## config.mk

```make
export PLATFORM = sky130hd
export DESIGN_NAME = dsp_mac_seq
export DESIGN_NICKNAME = d
export VERILOG_FILES = /design/src/rtl/dsp_mac_seq.sv
export SDC_FILE = /design/constraint.sdc
export NUM_CORES = 1
export LEC_CHECK = 0
export BUFFER_PORTS_ARGS = -buffer_cell sky130_fd_sc_hd__buf_2
export CAP_MARGIN = 10
export CORE_AREA = 10 10 112 94
export CTS_CLUSTER_SIZE = 40
export DETAILED_ROUTE_END_ITERATION = 12
export DIE_AREA = 0 0 122 104
export PLACE_DENSITY_LB_ADDON = 0.08
export SYNTH_ARGS = -nofsm -noshare
export SYNTH_HDL_FRONTEND = slang
export SYNTH_SLANG_ARGS = --single-unit
```

## constraint.sdc

```tcl
create_clock -name CLK -period 7.5 [get_ports CLK]
set_clock_uncertainty 0.15 [all_clocks]
set_input_delay 1.125 -clock CLK [delete_from_list [all_inputs] [get_ports CLK]]
set_output_delay 1.125 -clock CLK [all_outputs]
set_load 0.05 [all_outputs]
```

## src/rtl/dsp_mac_seq.sv

```systemverilog
// Sequences a job of signed 18x18 beats into an external DSP slice and returns the accumulated P.
// Optional build macro DSP_MAC_SEQ_SAT_EN clamps the captured result to the signed 36-bit range.
module dsp_mac_seq #(
  parameter int unsigned LEN_W     = 8,
  parameter int unsigned LATENCY   = 3,
  parameter int unsigned OPM_DLY   = 1,
  parameter logic [7:0]  OPM_FIRST = 8'h01,
  parameter logic [7:0]  OPM_ACC   = 8'h09,
  parameter logic [7:0]  OPM_HOLD  = 8'h08
) (
  input  logic             CLK,
  input  logic             RST,
  input  logic             start,
  input  logic [LEN_W-1:0] len,
  output logic             busy,
  input  logic             s_valid,
  output logic             s_ready,
  input  logic [17:0]      s_a,
  input  logic [17:0]      s_b,
  output logic [17:0]      dsp_A,
  output logic [17:0]      dsp_B,
  output logic [7:0]       dsp_opmode,
  output logic             dsp_ce,
  input  logic [47:0]      dsp_P,
  output logic             res_valid,
  input  logic             res_ready,
  output logic [47:0]      res_data
);

  localparam int unsigned DrainW = (LATENCY > 1) ? $clog2(LATENCY) : 1;
  localparam int unsigned DrainLast = (LATENCY > 0) ? LATENCY - 1 : 0;

  typedef enum logic [1:0] {StIdle, StRun, StDrain, StDone} state_e;

  state_e            state_q, state_d;
  logic [LEN_W-1:0]  len_q, len_d;
  logic [LEN_W-1:0]  cnt_q, cnt_d;
  logic [DrainW-1:0] drain_q, drain_d;
  logic [17:0]       a_q, a_d;
  logic [17:0]       b_q, b_d;
  logic [7:0]        opm_q, opm_d;  // issue opmode, aligned with dsp_A/dsp_B
  logic              res_valid_q, res_valid_d;
  logic [47:0]       res_q, res_d;
  logic              beat, last_beat, drain_end;
  logic [47:0]       p_capt;

`ifdef DSP_MAC_SEQ_SAT_EN
  localparam logic [47:0] SatMax = {13'h0000, {35{1'b1}}};
  localparam logic [47:0] SatMin = {{13{1'b1}}, 35'h0};

  // In range iff the top 13 bits all match the 36-bit sign bit.
  always_comb begin
    if (dsp_P[47:35] == 13'h0000 || dsp_P[47:35] == 13'h1fff) begin
      p_capt = dsp_P;
    end else if (dsp_P[47]) begin
      p_capt = SatMin;
    end else begin
      p_capt = SatMax;
    end
  end
`else
  assign p_capt = dsp_P;
`endif

  always_comb begin
    beat      = (state_q == StRun) && s_valid;
    last_beat = beat && (cnt_q == len_q - LEN_W'(1));
    drain_end = (state_q == StDrain) && (drain_q == DrainW'(DrainLast));
  end

  always_comb begin
    state_d     = state_q;
    len_d       = len_q;
    cnt_d       = cnt_q;
    drain_d     = drain_q;
    a_d         = '0;
    b_d         = '0;
    opm_d       = OPM_HOLD;
    res_valid_d = res_valid_q;
    res_d       = res_q;

    unique case (state_q)
      StIdle: begin
        if (start && (len != '0)) begin
          len_d   = len;
          cnt_d   = '0;
          state_d = StRun;
        end
      end
      StRun: begin
        if (beat) begin
          a_d   = s_a;
          b_d   = s_b;
          opm_d = (cnt_q == '0) ? OPM_FIRST : OPM_ACC;
          cnt_d = cnt_q + LEN_W'(1);
          if (last_beat) begin
            drain_d = '0;
            state_d = StDrain;
          end
        end
      end
      StDrain: begin
        drain_d = drain_q + DrainW'(1);
        if (drain_end) begin
          res_d       = p_capt;
          res_valid_d = 1'b1;
          state_d     = StDone;
        end
      end
      StDone: begin
        if (res_ready) begin
          res_valid_d = 1'b0;
          state_d     = StIdle;
        end
      end
      default: state_d = StIdle;
    endcase
  end

  always_ff @(posedge CLK) begin
    if (RST) begin
      state_q     <= StIdle;
      len_q       <= '0;
      cnt_q       <= '0;
      drain_q     <= '0;
      a_q         <= '0;
      b_q         <= '0;
      opm_q       <= OPM_HOLD;
      res_valid_q <= 1'b0;
      res_q       <= '0;
    end else begin
      state_q     <= state_d;
      len_q       <= len_d;
      cnt_q       <= cnt_d;
      drain_q     <= drain_d;
      a_q         <= a_d;
      b_q         <= b_d;
      opm_q       <= opm_d;
      res_valid_q <= res_valid_d;
      res_q       <= res_d;
    end
  end

  // Opmode trails the operands so it meets the product inside the slice pipeline.
  generate
    if (OPM_DLY == 0) begin : g_no_dly
      assign dsp_opmode = opm_q;
    end else begin : g_dly
      logic [7:0] line_q [OPM_DLY];

      always_ff @(posedge CLK) begin
        if (RST) begin
          for (int i = 0; i < OPM_DLY; i++) begin
            line_q[i] <= OPM_HOLD;
          end
        end else begin
          line_q[0] <= opm_q;
          for (int i = 1; i < OPM_DLY; i++) begin
            line_q[i] <= line_q[i-1];
          end
        end
      end

      assign dsp_opmode = line_q[OPM_DLY-1];
    end
  endgenerate

  assign busy      = (state_q != StIdle);
  assign s_ready   = (state_q == StRun);
  assign dsp_ce    = busy;
  assign dsp_A     = a_q;
  assign dsp_B     = b_q;
  assign res_valid = res_valid_q;
  assign res_data  = res_q;

endmodule

```

==> impl_results.md, run 1 <==
* Max-Cap Viols at 0
* Area delta synth->final at 28.4%
* Core Area at roughly 8300 um^2
* GR peak layer: met2
* Most common cell after layout, fill and taps aside: buf_2
* 1st-iter DRT viols at around 180
* Avg Cell Area, Syn at roughly 9 um^2
* Max Slew Vio Count at 0
* Fill count at between 700 and 800
* Crit path kind: flop to output pin
* WHS at roughly 0.27 ns
* PortBufs at roughly 190
* Post-CTS Setup Bufs at 0
* Root Driver: clkbuf_8
* Met2 Track Usage GR at 0.265
* Capturing point of the worst reg2reg path: drain_q[1]
* CTS tree: yes
* Largest net degree at the start of global routing at between 60 and 70
* H-tree Lvls at 3
* # IOs at ~190
* Via density at 4.82
* GPL Wtd Cong at 0.778
* Arr. time, crit path at around 1.6 ns
* DR pass1 iterations at 4
* GRT Util Overall at 0.168
* Setup TNS at 0 ns
* First-pass GRT wire length at between 15 and 20 mm
* Startpoint Class: flop
* CTS Sinks at about 110
* Diodes inserted at 0
* Internal reg-to-reg setup slack at 4.89 ns
* Crit path max fanout at 13
* Cell Rows at 30
* Worst-path clk slew at about 0.1 ns
* Min-Delay Path Class: flop to flop
* Status: finished, final reports clean
* WHS Endpoint: g_dly.line_q[0][3]
* Max clock buf depth at 2
* Final core occ at 0.632
* Post-CTS Hold Buffers at 0
* Final wirelength at 11.3 mm
* Final critical-path share of the clock period at 0.388
* # setup viols final at 0
* Post-CTS resize count at 0
* Drt drc at 0
* P_leak at approximately 2.4 nW
* Initial antenna violation count at 0
* Mapped Area at 4080 um^2
* RSZ-0062 raised after global routing: no
* Syn Inst Count at 466
* DRT antenna net count at 0
* Proportion of layout cells with a drive suffix above 1 at 0.332
* Crit path time final at around 2.9 ns
* Synth cell types at ~40
* GRT overflow at 0
* Total chip power at around 1.3 mW
* Origin of the critical flop-to-flop path: len_q[0]
* Nets at roughly 740
* Reg2Reg Depth at 8
* Dpl hpwl at a little under 9 mm
* Die ar. at 12700 um^2
* M3 GR Usage at 0.0939
* Post-layout instance area at approximately 5200 um^2
* Routed via count at 3632
* Die X at roughly 120 um
* Total CTS buffers at 9
* Vias in the first global route at ~3600
* Max Fclk at 0.344 GHz
* Clk_lat worst skew at approximately 0.35 ns
* Required @ worst endpoint at between 6 and 7 ns
* Initial Util at 0.492
* Most frequent cells in the layout: buf_2 (186), nand2_1 (115), dfxtp_1 (109), a21oi_1 (63), and2_1 (36)
* Final hold vios at 0
* Relative slew slack at 0.436
* Pwr/cell area at approximately 260 nW/um^2
* Synth warn at 0
* WL/cell at between 10 and 15 um
* Maximum vdd drop at ~0.00016 V
* Yosys reg bits at ~110
* Post-synthesis sequential area ratio at 0.535
* Hold_sp: opm_q[3]
* Grt met1 use at 0.187
* Area after DPL at 5030 um^2
* Chip height at between 100 and 150 um
* Slew at the pin closest to its max-slew limit at 0.846 ns
* Hold depth at 1
* Critical Path End Type: output pin
stage by stage:
step | setup slack [ns] | cells
finish | 4.59 | 753
global route | 4.46 | 753
CTS | 4.57 | 753
detailed placement | 4.43 | 737
global placement | 4.41 | 737
floorplan | 4.81 | 471
sequential cells by signal (all words and copies together), names as in the netlist:
| name | count |
|---|---|
| state_q | 2 |
| dsp_B | 18 |
| res_data | 48 |
| res_valid | 1 |
| cnt_q | 8 |
| g_dly.line_q | 2 |
| len_q | 8 |
| dsp_A | 18 |
| drain_q | 2 |
| opm_q | 2 |
cell usage after synthesis (all sizes together):
cell type	n	area (um^2)
nor4	2	12.5
ha	9	113
dfxtp	109	2180
a32o	2	20.0
clkbuf	22	82.6
a211oi	4	47.5
o211ai	1	7.51
o22ai	1	6.26
nor2b	3	18.8
o211a	1	10.0
nand3	10	50.1
nor4b	1	8.76
o31a	1	8.76
nor3	6	30.0
and2	37	231
nand4	6	37.5
conb	1	3.75
a221oi	1	8.76
mux2i	2	20.0
and3	1	6.26
xnor2	9	78.8
a21oi	63	315
nor3b	1	7.51
or4	3	26.3
inv	13	48.8
nand2	115	432
xor2	9	78.8
o21bai	2	15.0
nand2b	2	12.5
or2	3	18.8
o21ai	3	18.8
nor2	10	37.5
buf	13	83.8
worst max-delay path by stage:
stage	to	slack (ns)	from	depth (start not counted)
5_1_grt	dsp_ce	4.46	state_q[0]	4
2_1_floorplan	cnt_q[3]	4.81	len[3]	6
4_1_cts	busy	4.57	state_q[0]	4
3_3_place_gp	cnt_q[3]	4.41	len[3]	7
6_report	busy	4.59	state_q[0]	4
3_5_place_dp	cnt_q[3]	4.43	len[3]	7
critical path, cell delays in order (launching register included):
cell,delay (ns)
dfxtp_1,0.34
inv_1,0.13
ha_1,0.46
inv_1,0.11
buf_2,0.23
layer usage:
| layer | routed length (um) | share of wire |
|---|---|---|
| met5 | 0 | 0 |
| met4 | 197 | 0.018 |
| met3 | 1510 | 0.13 |
| met2 | 5070 | 0.45 |
| met1 | 4480 | 0.40 |
kinds of logic after synthesis:
kind of cell,Yosys count,share of synthesized area
adders and majority gates,9,0.0276
and+or+nand+nor,200,0.228
DFF,109,0.535
xor gates and xnor gates,18,0.0387
other,1,0.000919
buffers and inverters,48,0.0528
AOI/OAI and AO/OA,79,0.112
muxes,2,0.00491
layout make-up:
class	count	area (um^2)	share of cell area
multi-input combinational	314	1710	0.326
clock buffer	11	141	0.0270
timing repair buffer	189	953	0.182
clock inverter	5	66.3	0.0127
sequential	109	2180	0.417
inverter	13	48.8	0.00931
tap	112	140	0.0267
report_power, final:
part | leakage, nW | switching (mW) | internal (mW)
registers | 0.881 | 0.0242 | 0.610
clock network | 0.102 | 0.192 | 0.168
logic | 1.43 | 0.233 | 0.115
total | 2.41 | 0.449 | 0.893
Power figures use the tool's default switching activity.
==> run 2: changes to the inputs <==
- CORE_AREA: 10 10 112 94 -> 10 10 122 102
- DIE_AREA: 0 0 122 104 -> 0 0 132 112
- clock period: 7.5 -> 2.4 ns (I/O delays scaled with it)
==> run 2 against run 1 <==
Sequential cell count is the same. Sequential share of layout area fell by 1.7 points. Cell count rose by 5.0%. Count of clock-buffer cells in the layout grew 1. Non-clock buffer count increased by 11. Total power increased to 3.5 times the previous value. First-iteration DRC count is 36% higher. Cell area rose by 4.4%. Routed wire length is 4.2% higher. Clock power grew to 4.1 times the previous value. Utilization is 8.6 points lower. Largest cell class unchanged. Highest routed layer unchanged.
==> impl_results.md, run 2 (synthesis results as in run 1) <==
* Status: finished, final reports clean (unchanged)
* CP Capture Point: drain_q[1] (was busy)
* CTS tree: yes (unchanged)
* Most frequent cells in the layout: buf_2 (186), nand2_1 (115), dfxtp_1 (108), a21oi_1 (62), and2_1 (36) (was buf_2 (186), nand2_1 (115), dfxtp_1 (109), a21oi_1 (63), and2_1 (36))
* Placed cell count at 776 (was 737)
* Maximum vdd drop at 0.000561 V (was 0.000159 V)
* Most common cell after layout, fill and taps aside: buf_2 (unchanged)
* Via density at 4.56 (was 4.82)
* Cell Rows at 33 (was 30)
* Chip height at 112 um (was 104 um)
* Diodes inserted at 0 (unchanged)
* Post-CTS Setup Bufs at 0 (unchanged)
* Proportion of layout cells with a drive suffix above 1 at 0.346 (was 0.332)
* Relative slew slack at 0.407 (was 0.436)
* Total chip power at 4.66 mW (was 1.34 mW)
* DRT antenna net count at 0 (unchanged)
* Critical path origin: len_q[0] (was state_q[0])
* Core Area at 10000 um^2 (was 8300 um^2)
* GRT Util Overall at 0.154 (was 0.168)
* Crit path kind: flop to flop (was flop to output pin)
* Routed via count at 3604 (was 3632)
* DR pass1 iterations at 4 (unchanged)
* Post-CTS resize count at 0 (unchanged)
* Layout Cells excl Fill at 791 (was 753)
* CTS Sinks at 109 (unchanged)
* Capturing point of the worst reg2reg path: drain_q[1] (unchanged)
* Dpl hpwl at 9.10 mm (was 8.86 mm)
* Total CTS buffers at 9 (unchanged)
* Min-Delay Path Class: input port to flop (was flop to flop)
* Final hold vios at 0 (unchanged)
* Required @ worst endpoint at 2.48 ns (was 6.22 ns)
* Final wirelength at 11.7 mm (was 11.3 mm)
* Drt drc at 0 (unchanged)
* Largest net degree at the start of global routing at 49 (was 67)
* H-tree Lvls at 3 (unchanged)
* Final critical-path share of the clock period at 0.944
* # IOs at 193 (unchanged)
* Pwr/cell area at 852 nW/um^2 (was 256 nW/um^2)
* Nets at 753 (was 742)
* Die ar. at 14800 um^2 (was 12700 um^2)
* Root Driver: clkbuf_16 (was clkbuf_8)
* PortBufs at 186 (unchanged)
* Vias in the first global route at 3661 (was 3561)
* WL/cell at 14.8 um (was 14.9 um)
* P_leak at 2.51 nW (was 2.41 nW)
* Critical Path End Type: flop (was output pin)
* Max Fclk at ~0.44 GHz
* Initial antenna violation count at 0 (unchanged)
* 1st-iter DRT viols at 240 (was 176)
* First-pass GRT wire length at 18.8 mm (was 17.5 mm)
* Worst-path clk slew at 0.07 ns (was 0.10 ns)
* Clk_lat worst skew at 0.33 ns (was 0.35 ns)
* Post-CTS Hold Buffers at 0 (unchanged)
* Internal reg-to-reg setup slack at 0.13 ns (was 4.89 ns)
* GRT overflow at 0 (unchanged)
* # setup viols final at 0 (unchanged)
* Reg2Reg Depth at 8 (unchanged)
* Arr. time, crit path at 2.35 ns (was 1.63 ns)
* Die X at 132 um (was 122 um)
* Max Slew Vio Count at 0 (unchanged)
* Slew at the pin closest to its max-slew limit at 0.890 ns (was 0.846 ns)
* Crit path max fanout at 4 (was 13)
* Max clock buf depth at 2 (unchanged)
* Crit path time final at between 2 and 2.5 ns
* Origin of the critical flop-to-flop path: len_q[0] (unchanged)
* Area delta synth->final at 34.1% (was 28.4%)
* Max-Cap Viols at 0 (unchanged)
* GPL Wtd Cong at 0.811 (was 0.778)
* Startpoint Class: flop (unchanged)
* Max FFs per register at 48 (unchanged)
* Initial Util at 0.407 (was 0.492)
## run 2: worst max-delay path: stages (launching register included)
cell and delay [ns]:
dfxtp_2 0.33, inv_1 0.04, ha_1 0.29, xor2_1 0.14
nand4_1 0.10, or4_4 0.55, a211oi_4 0.25, a21oi_2 0.06
a32o_1 0.25
## run 2: metrics by stage
stage	util	instance area, um^2	hold slack, ns	setup slack (ns)	TNS [ns]
floorplan	-	4110	0.239	0.0432	0
global placement	0.516	5170	0.257	0.0789	0
detailed placement	0.516	5170	0.261	0.0460	0
CTS	0.545	5470	0.0550	0.0299	0
global route	0.545	5470	0.0546	-0.0125	-0.0125
finish	0.545	5470	0.0707	0.133	0
## run 2: routing by layer
metal / vias up / GRT usage / part of all wire
met1: 1603 / 0.172 / 0.43
met2: 135 / 0.253 / 0.46
met3: 6 / 0.0836 / 0.11
met5: - / 0 / 0
met4: 0 / 0.0355 / 0.0073
li1: 1860 / - / -
## run 2: final cells by class
class | instances | area [um^2]
fillers | 992 | 4560
flip-flops and latches | 109 | 2180
multi-input cells | 314 | 1720
repair buffers | 200 | 1050
clock buffers | 12 | 246
well taps | 140 | 175
inverters | 13 | 48.8
clock inverters | 3 | 46.3
## run 2: how the worst min path moves through the flow
stage	startpoint	endpoint	slack [ns]	cells past startpoint
detailed placement	opm_q[3]	g_dly.line_q[0][3]	0.26	1
finish	s_b[7]	dsp_B[7]	0.07	2
global route	s_a[10]	dsp_A[10]	0.05	2
CTS	s_b[13]	dsp_B[13]	0.06	2
global placement	opm_q[3]	g_dly.line_q[0][3]	0.26	1
floorplan	opm_q[3]	g_dly.line_q[0][3]	0.24	1
## run 2: where the power goes
group / switching (mW) / internal [mW] / total (mW)
sequential: 0.0715 / 1.91 / 1.98
clock: 0.632 / 0.835 / 1.47
combinational: 0.765 / 0.448 / 1.21
total: 1.47 / 3.19 / 4.66
==> run 3: changes to the inputs <==
- ABC_AREA: default -> 1
==> run 3 against run 2 <==
First-iteration DRC count shrank 14%. Worst setup slack better by 0.22 ns. Routed wire length shrank 1.1%. Via count up 4.9%. Clock power shrank 7%. Non-clock buffer count is 5 lower. Sequential power about the same. Area after synthesis grew 0.89%.
==> impl_results.md, run 3 <==
* Synth cell types at 30 (was 41)
* Yosys reg bits at 109 (unchanged)
* Status: finished, final reports clean (unchanged)
* Post-CTS Setup Bufs at 0 (unchanged)
* FFs w/ async S/R, synth at 0 (unchanged)
* Final hold vios at 0 (unchanged)
* Post-CTS resize count at 0 (unchanged)
* Arr. time, crit path at 2.13 ns (was 2.35 ns)
* Area delta synth->final at 32.6% (was 34.1%)
* Max FFs per register at 48 (unchanged)
* Avg Cell Area, Syn at 7.65 um^2 (was 8.75 um^2)
* PortBufs at 186 (unchanged)
* Die ar. at 14800 um^2 (unchanged)
* Cell Rows at 33 (unchanged)
* Critical path's top delay family: simple AND/OR/NAND/NOR gates (unchanged)
* Largest net degree at the start of global routing at 52 (was 49)
* Synth top area share at 0.530 (was 0.535)
* Cell mode on critical path: nand3_1
* DRT antenna net count at 0 (unchanged)
* Die X at 132 um (unchanged)
* Most common cell in the netlist: nor2_1 (was nand2_1)
* Required @ worst endpoint at 2.48 ns (about the same)
* Clk_lat worst skew at 0.34 ns (was 0.33 ns)
* Min-Delay Path Class: input port to flop (unchanged)
* Maximum vdd drop at 0.000353 V (was 0.000561 V)
* Syn Inst Count at 538 (was 466)
* Post-CTS Hold Buffers at 0 (unchanged)
* Via density at 4.38 (was 4.56)
* GPL Wtd Cong at 0.832 (was 0.811)
* Internal power at 3.09 mW (was 3.19 mW)
* CP bufs+invs at 1 (unchanged)
* Post-synthesis sequential area ratio at 0.530 (was 0.535)
* # setup viols final at 0 (unchanged)
* # IOs at 193 (unchanged)
* Max-Cap Viols at 0 (unchanged)
* Crit path kind: flop to flop (unchanged)
* Sw Pwr at 1.59 mW (was 1.47 mW)
* Clk network pwr share at 0.292 (was 0.315)
* Nets at 826 (was 753)
* Max clock buf depth at 2 (unchanged)
* Worst path max stage delay at 0.34 ns (was 0.55 ns)
* Sequential share of power at 0.428 (was 0.425)
* Max Slew Vio Count at 0 (unchanged)
* Top_reg_cell synth: dfxtp_1 (unchanged)
* Final critical-path share of the clock period at 0.854 (was 0.944)
* Crit path time final at 2.05 ns (was 2.27 ns)
* P_leak at 2.82 nW (was 2.51 nW)
* Sw frac at 0.341 (was 0.315)
* CTS Sinks at 109 (unchanged)
* Pwr/cell area at 858 nW/um^2 (was 852 nW/um^2)
* Most frequent cells in the layout: buf_2 (186), nor2_1 (156), dfxtp_1 (109), inv_1 (69), o21ai_0 (57) (was buf_2 (186), nand2_1 (115), dfxtp_1 (108), a21oi_1 (62), and2_1 (36))
* H-tree Lvls at 3 (unchanged)
* Top cells by area, synth: dfxtp_1 (53%), nor2_1 (14%), o21ai_0 (6.9%) (was dfxtp_1 (53%), nand2_1 (11%), a21oi_1 (7.7%))
* Setup ws final at 0.350 ns (was 0.133 ns)
* Post-layout instance area at 5460 um^2 (was 5470 um^2)
* Slowest cell on the critical path: dfxtp_1 (was or4_4)
* Initial antenna violation count at 0 (unchanged)
* Chip height at 112 um (unchanged)
* CTS tree: yes (unchanged)
* WL/cell at 13.4 um (was 14.8 um)
* Pre-CTS WS at 0.376 ns (was 0.0460 ns)
* Most common cell after layout, fill and taps aside: buf_2 (unchanged)
* GRT Util Overall at 0.151 (was 0.154)
* Synth warn at 0 (unchanged)
* GRT overflow at 0 (unchanged)
* Mapped Area at 4120 um^2 (was 4080 um^2)
* Area after DPL at 5190 um^2 (was 5170 um^2)
* Diodes inserted at 0 (unchanged)
* First-pass GRT wire length at 18.4 mm (was 18.8 mm)
* Initial Util at 0.410 (was 0.407)
* Fill count at 1014 (was 992)
* Max Fclk at 0.488 GHz (was 0.441 GHz)
* Drt drc at 0 (unchanged)
* Setup TNS at 0 ns (unchanged)
* Crit path max fanout at 8 (was 4)
* Comb pwr share at 0.280 (was 0.260)
* Final wirelength at 11.6 mm (was 11.7 mm)
* DR pass1 iterations at 7 (was 4)
* Dpl hpwl at 9.13 mm (was 9.10 mm)
* EDFF count, synth at 0 (unchanged)
* Root Driver: clkbuf_16 (unchanged)
* Proportion of layout cells with a drive suffix above 1 at 0.294 (was 0.346)
* Synth cell count leaders: nor2_1 (156), dfxtp_1 (109), inv_1 (69) (was nand2_1 (115), dfxtp_1 (109), a21oi_1 (63))
* Yosys top cell by area: dfxtp_1 (unchanged)
* CP Cell Sequence: inv_1 > ha_1 > nand2_1 > a21oi_2 > nand3_1 > nor2_1 > nand3_1 > nor2_2 > nand2_2 > nand2_2 > nand3_1 > nand2_1 > nor2_1 (was inv_1 > ha_1 > xor2_1 > nand4_1 > or4_4 > a211oi_4 > a21oi_2 > a32o_1)
* Startpoint Class: flop (unchanged)
* Core Area at 10000 um^2 (unchanged)
* Routed via count at 3781 (was 3604)
* RSZ-0062 raised after global routing: no
* Vias in the first global route at 3711 (was 3661)
* Total CTS buffers at 9 (unchanged)
* Critical Path End Type: flop (unchanged)
* Worst-path clk slew at 0.07 ns (about the same)
* 1st-iter DRT viols at 207 (was 240)
run 3: logic make-up after synthesis:
logic type,count (synthesis),synth area share
adders and majority gates,9,0.0274
DFF,109,0.530
xor gates and xnor gates,6,0.0128
AOI/OAI and AO/OA,85,0.107
other,1,0.000911
buffers and inverters,99,0.0991
and+or+nand+nor,229,0.223
run 3: worst paths after layout:
check	start	endpoint	slack, ns	cells after the start
setup reg to reg	state_q[1]	state_q[0]	0.35	13
hold / removal	s_a[15]	dsp_A[15]	0.07	3
hold reg to reg	opm_q[0]	g_dly.line_q[0][0]	0.25	2
setup / recovery	state_q[1]	state_q[0]	0.35	13
run 3: stage by stage:
step                power, mW   util  hold slack [ns]  instances
finish                   4.68  0.544           0.0739        864
global route             4.96  0.544           0.0634        864
CTS                      4.74  0.544           0.0599        864
detailed placement       3.36  0.517            0.244        849
floorplan                3.04      -            0.238        543
global placement         3.34  0.517            0.243        849
run 3: power by group through the flow:
stage,logic (mW),registers [mW],clock network (mW)
final,1.31,2.00,1.37
after global routing,1.46,2.02,1.48
after CTS,1.32,2.00,1.42
after detailed placement,1.32,2.04,0
after global placement,1.30,2.04,0
after floorplan,0.870,2.17,0
run 3: layout make-up:
| type | count | area (um^2) | share of cell area |
|---|---|---|---|
| multi-input cells | 335 | 1540 | 0.283 |
| repair buffers | 195 | 1020 | 0.188 |
| inverters | 70 | 263 | 0.0482 |
| well taps | 140 | 175 | 0.0321 |
| clock buffers | 12 | 246 | 0.0452 |
| flip-flops and latches | 109 | 2180 | 0.400 |
| clock inverters | 3 | 21.3 | 0.00390 |
run 3: layer usage:
metal	wire, um	track usage	part of all wire	up-vias
li1	-	-	-	2005
met1	4800	0.163	0.41	1649
met2	5400	0.249	0.47	117
met3	1270	0.0863	0.11	10
met4	122	0.0422	0.011	0
met5	0	0	0	-
run 3: worst register-to-register path, cell delays in order (launching register included):
cell and delay, ns:
dfxtp_1 0.34, inv_1 0.11, ha_1 0.33, nand2_1 0.15, a21oi_2 0.12, nand3_1 0.08, nor2_1 0.10, nand3_1 0.09
nor2_2 0.10, nand2_2 0.08, nand2_2 0.11, nand3_1 0.08, nand2_1 0.07, nor2_1 0.04
